`src/rtl/wb_arbiter.sv`:
```
// Writeback arbiter: pipeline (A) writes over a 2-entry in-order FIFO of long-latency (B) results.
// Optional starvation guard compiled in with WB_STARVE_GUARD_EN; outputs are registered, one cycle after grant.
module wb_arbiter #(
  parameter int unsigned STARVE_LIMIT = 4
) (
  input  logic        clk,
  input  logic        rst,
  input  logic        a_valid,
  output logic        a_ready,
  input  logic [4:0]  a_rw,
  input  logic [31:0] a_wd,
  input  logic        a_ovf,
  input  logic        b_valid,
  output logic        b_ready,
  input  logic [4:0]  b_rw,
  input  logic [31:0] b_wd,
  output logic [4:0]  rw,
  output logic [31:0] wd,
  output logic        RegWrite,
  output logic        overflow,
  output logic [31:0] pend_mask
);

  if (STARVE_LIMIT < 1 || STARVE_LIMIT > 7) begin : g_bad_limit
    $error("STARVE_LIMIT must be in 1..7");
  end

  logic [4:0]  f_rw [2];
  logic [31:0] f_wd [2];
  logic        rd_ptr, wr_ptr;
  logic [1:0]  count;
  logic        fifo_ne, starve, a_grant, a_write, push, pop;

  assign fifo_ne = (count != 2'd0);

`ifdef WB_STARVE_GUARD_EN
  localparam logic [2:0] LIMIT = 3'(STARVE_LIMIT);
  logic [2:0] starve_cnt;

  assign starve = fifo_ne && (starve_cnt == LIMIT);

  always_ff @(posedge clk) begin
    if (rst || !fifo_ne || pop) begin
      starve_cnt <= 3'd0;
    end else if (a_grant && starve_cnt != 3'd7) begin
      starve_cnt <= starve_cnt + 3'd1;
    end
  end
`else
  assign starve = 1'b0;
`endif

  assign a_ready = ~rst & ~starve;
  assign b_ready = ~rst & (count != 2'd2);
  assign a_grant = a_valid & a_ready;
  assign a_write = a_grant & (a_rw != 5'd0);
  // The head issues whenever A is not producing a real write: idle, dropped (rw=0) or held off by the guard.
  assign pop     = ~rst & fifo_ne & ~a_write;
  assign push    = b_valid & b_ready;

  always_ff @(posedge clk) begin
    if (rst) begin
      rd_ptr   <= 1'b0;
      wr_ptr   <= 1'b0;
      count    <= 2'd0;
      rw       <= 5'd0;
      wd       <= 32'd0;
      RegWrite <= 1'b0;
      overflow <= 1'b0;
    end else begin
      if (push) begin
        f_rw[wr_ptr] <= b_rw;
        f_wd[wr_ptr] <= b_wd;
        wr_ptr       <= ~wr_ptr;
      end
      if (pop) begin
        rd_ptr <= ~rd_ptr;
      end
      count <= count + {1'b0, push} - {1'b0, pop};

      if (a_write) begin
        rw       <= a_rw;
        wd       <= a_wd;
        RegWrite <= 1'b1;
        overflow <= a_ovf;
      end else if (pop) begin
        rw       <= f_rw[rd_ptr];
        wd       <= f_wd[rd_ptr];
        RegWrite <= (f_rw[rd_ptr] != 5'd0);
        overflow <= 1'b0;
      end else begin
        RegWrite <= 1'b0;
        overflow <= 1'b0;
      end
    end
  end

  // Derived from registered FIFO state, so it follows each push/pop by one cycle.
  always_comb begin
    pend_mask = 32'd0;
    for (int i = 0; i < 2; i++) begin
      if (count == 2'd2 || (count == 2'd1 && rd_ptr == 1'(i))) begin
        pend_mask[f_rw[i]] = 1'b1;
      end
    end
    pend_mask[0] = 1'b0;
  end

endmodule

```
`config.mk`:
```
export PLATFORM = sky130hd
export DESIGN_NAME = wb_arbiter
export DESIGN_NICKNAME = d
export VERILOG_FILES = /design/src/rtl/wb_arbiter.sv
export SDC_FILE = /design/constraint.sdc
export NUM_CORES = 1
export LEC_CHECK = 0
export ABC_AREA = 1
export BUFFER_PORTS_ARGS = -buffer_cell sky130_fd_sc_hd__buf_4
export CAP_MARGIN = 20
export CORE_UTILIZATION = 25
export CTS_CLUSTER_DIAMETER = 60
export DETAILED_ROUTE_END_ITERATION = 8
export PLACE_DENSITY = 0.4
export SYNTH_ARGS = -nofsm -noshare
export SYNTH_HDL_FRONTEND = slang
export SYNTH_SLANG_ARGS = --single-unit
```
`constraint.sdc`:
```
create_clock -name clk -period 3.24 [get_ports clk]
set_clock_uncertainty 0.05 [all_clocks]
set_input_delay 0.324 -clock clk [delete_from_list [all_inputs] [get_ports clk]]
set_output_delay 0.324 -clock clk [all_outputs]
set_load 0.02 [all_outputs]
```
==> run summary <==
Most frequent CP cell: nand2_1
Share of cells above drive strength 1: 24.4%
Routed vias: 4,779
Row count: 54
HP Start: b_wd[6]
Number of global-route vias before repair: 4,603
Io pins: 152
Post-Syn Area: 5520 um2
Switching power: 1.56 mW
CP Launch Type: flip-flop
Synthesis-to-layout area growth: 35.0%
1st-pass router iterations: 4
Die height: 151 um
Post-CTS setup buffers: 0
Worst IR Drop VDD: 0.368 mV
Sw frac: 32.5%
Setup WS pre-CTS: 0.839 ns
Critical Path AT: 1.91 ns
M1 WL: 7.50 mm
#FFs+latches synth: 118
Hold path cells: 1
WL/cell: 14.7 um
Mux share of post-synthesis cell area: 0%
Top sig layer: met4
CTS tree: done
1st-iter DRT viols: 205
Critical Path, Cell by Cell: inv_1, nand2_1, o21ai_1, inv_2, nor2_1, nand2_1, o21ai_0, buf_4
Layout fillers: 2,313
DR WL met3: 898 um
Max Root-Sink Buffers: 2
Final Cycle Share: 70.4%
Post-DR vias/cell: 4.26
Seq/Total Area, Yosys: 56.2%
Clk sinks: 118
Number of synthesized flops with an enable pin: 74
Simple-gate share of the synthesized area: 28.9%
Pwr dens: 643 nW/um2
Netlist cell types: 26
Critical path's slowest cell: dfxtp_1
Cts repair resizes: 0
IO buf count: 150
RSZ-0062 raised after global routing: no
Critical Path Max Stage Delay: 0.35 ns
Fin util: 34.3%
Core footprint: 21,800 um2
Drt drc: 0
Grt ovf: 0
Reg2reg start: count[0]
WP data required: 2.87 ns
Setup violators final: 0
Total negative setup slack: 0 ns
Total CTS buffers: 17
Clock Latency Late Sink: 0.41 ns
Clock-pin slew on the worst setup and hold paths: 0.05 ns
Cells after synthesis: 678
Async set or reset register ratio after synthesis: 0%
H-tree depth: 4
Worst reg2reg endpoint: count[1]
Cts hold-fix bufs: 0
First-pass GRT wire length: 25.4 mm
Hold crit path type: primary input to flip-flop
Setup Crit Path Kind: flip-flop to output port
Mapped Nets: 759
Max-capacitance violation count: 0
Setup crit end kind: output port
Avg Inst Size Synth: 8.15 um2
Post-synthesis compound-gate area fraction: 6.41%
Initial antenna violation count: 0
Adder-cell area share of the yosys netlist: 0.453%
Logic pwr share: 25.4%
Tot GR Track Use: 15.2%
Final Wtd Congestion: 0.776
Reg2Reg Depth: 9
Worst Path Max Fanout: 6
Root buffer cell: clkbuf_16
Slew @ Worst Pin: 0.679 ns
Achievable clock frequency: 438 MHz
Final instance area: 7460 um2
N_diodes: 0
Largest family of logic cells by synthesized area: simple AND/OR/NAND/NOR gates
Internal power: 3.24 mW
PnR Total Power: 4.79 mW
Final #Nets: 909
Seq pwr share: 39.0%
Die area: 22,700 um2
Post-DP Area: 6910 um2
Setup slack, reg-to-reg: 1.15 ns
Clk pwr share: 35.6%
DRT Wirelength: 16.5 mm
Lkg Pwr: 3.31 nW
Final Slew Violations: 0
Synth Area in XOR/XNOR: 0.159%
Antenna Nets Post-Route: 0
Initial Util: 25.4%
Largest net degree at the start of global routing: 54
Placed wire-length estimate: 11.8 mm
Hold path endpoint: f_wd[0][6]
Main synth FF type: edfxtp_1
Slew headroom: 54.7%
Final hold violations: 0
Worst setup margin: 0.958 ns
Die width: 151 um
Status: finished clean
Number of synthesis warnings: 0
Crit path time final: 2.28 ns
Met2 wire length: 7.94 mm
[cells in the mapped netlist (4+ instances only)]
| master | instances | area [um2] |
|---|---|---|
| clkbuf_1 | 4 | 15.0 |
| nand3_1 | 58 | 290 |
| nor2_2 | 4 | 25.0 |
| inv_1 | 60 | 225 |
| nor2_1 | 84 | 315 |
| o21ai_0 | 43 | 215 |
| o21ai_1 | 13 | 65.1 |
| buf_2 | 16 | 80.1 |
| dfxtp_1 | 44 | 881 |
| a21oi_1 | 13 | 65.1 |
| buf_6 | 4 | 45.0 |
| and2_0 | 7 | 43.8 |
| clkinv_1 | 5 | 18.8 |
| edfxtp_1 | 74 | 2220 |
| nor3_1 | 4 | 20.0 |
| inv_2 | 4 | 15.0 |
| nand2_1 | 226 | 848 |
| buf_4 | 4 | 30.0 |
[logic make-up (layout without fill, tap and decap cells)]
group | after synthesis | after routing
other | 1 | 1
AOI/OAI and AO/OA | 70 | 70
and+or+nand+nor | 388 | 388
DFF | 118 | 118
xor gates and xnor gates | 1 | 1
buffers and inverters | 98 | 261
adders and majority gates | 2 | 2
[flip-flops by register name, indices dropped and copies added (netlist names), named ones only]
register  cells
overflow      1
f_wd         64
wd           32
RegWrite      1
count         2
rd_ptr        1
wr_ptr        1
f_rw         10
rw            5
[critical path: cells and delay by family (launching register included)]
family          cells  cell delay, ns
buf+inv             3            0.42
simple gates        3            0.40
flops               1            0.35
compound gates      2            0.32
[placed cells by master, fill, tap and decap left out, types with 5 or more instances in the layout]
master      instances
inv_1              60
buf_4             159
clkinvlp_4          5
clkinv_1            7
dfxtp_1            43
clkbuf_16          17
and2_0              7
o21ai_0            43
nand3_1            58
edfxtp_1           74
nor2_1             82
a21oi_1            13
o21ai_1            13
nand2_1           226
[power groups by stage]
stage          sequential [mW]  combinational (mW)  clock (mW)
4_1_cts                   1.88                1.25        1.75
2_1_floorplan             1.97               0.702           0
3_3_place_gp              1.90                1.23           0
5_1_grt                   1.89                1.38        1.83
3_5_place_dp              1.90                1.24           0
6_report                  1.87                1.22        1.71
[how the worst max path moves through the flow]
stage / start / to / slack (ns)
detailed placement: rst / wd[24] / 0.84
global placement: rst / wd[23] / 0.92
floorplan: rst / f_rw[0][0] / 0.08
CTS: count[1] / pend_mask[6] / 0.94
finish: count[1] / pend_mask[6] / 0.96
global route: count[1] / pend_mask[12] / 0.74
[stage by stage]
stage / std cells / hold WS [ns]
CTS: 1121 / 0.0236
detailed placement: 1089 / 0.450
global route: 1121 / 0.0165
floorplan: 678 / 0.373
finish: 1121 / 0.0425
global placement: 1089 / 0.451
[layout make-up]
cell class / count / area [um2] / area share, %
Clock inverter: 14 / 113 / 1.51
Multi-Input combinational cell: 462 / 2000 / 26.8
Clock buffer: 18 / 429 / 5.76
Tap cell: 280 / 350 / 4.70
Sequential cell: 118 / 3100 / 41.6
Timing Repair Buffer: 159 / 1190 / 16.0
Inverter: 70 / 265 / 3.56
[metal layers]
layer	GRT usage (%)	vias up
met4	4.40	0
met5	0	-
met1	19.4	2165
li1	-	2469
met2	24.8	130
met3	4.18	15
No activity file was read; power rests on OpenSTA's default activity.
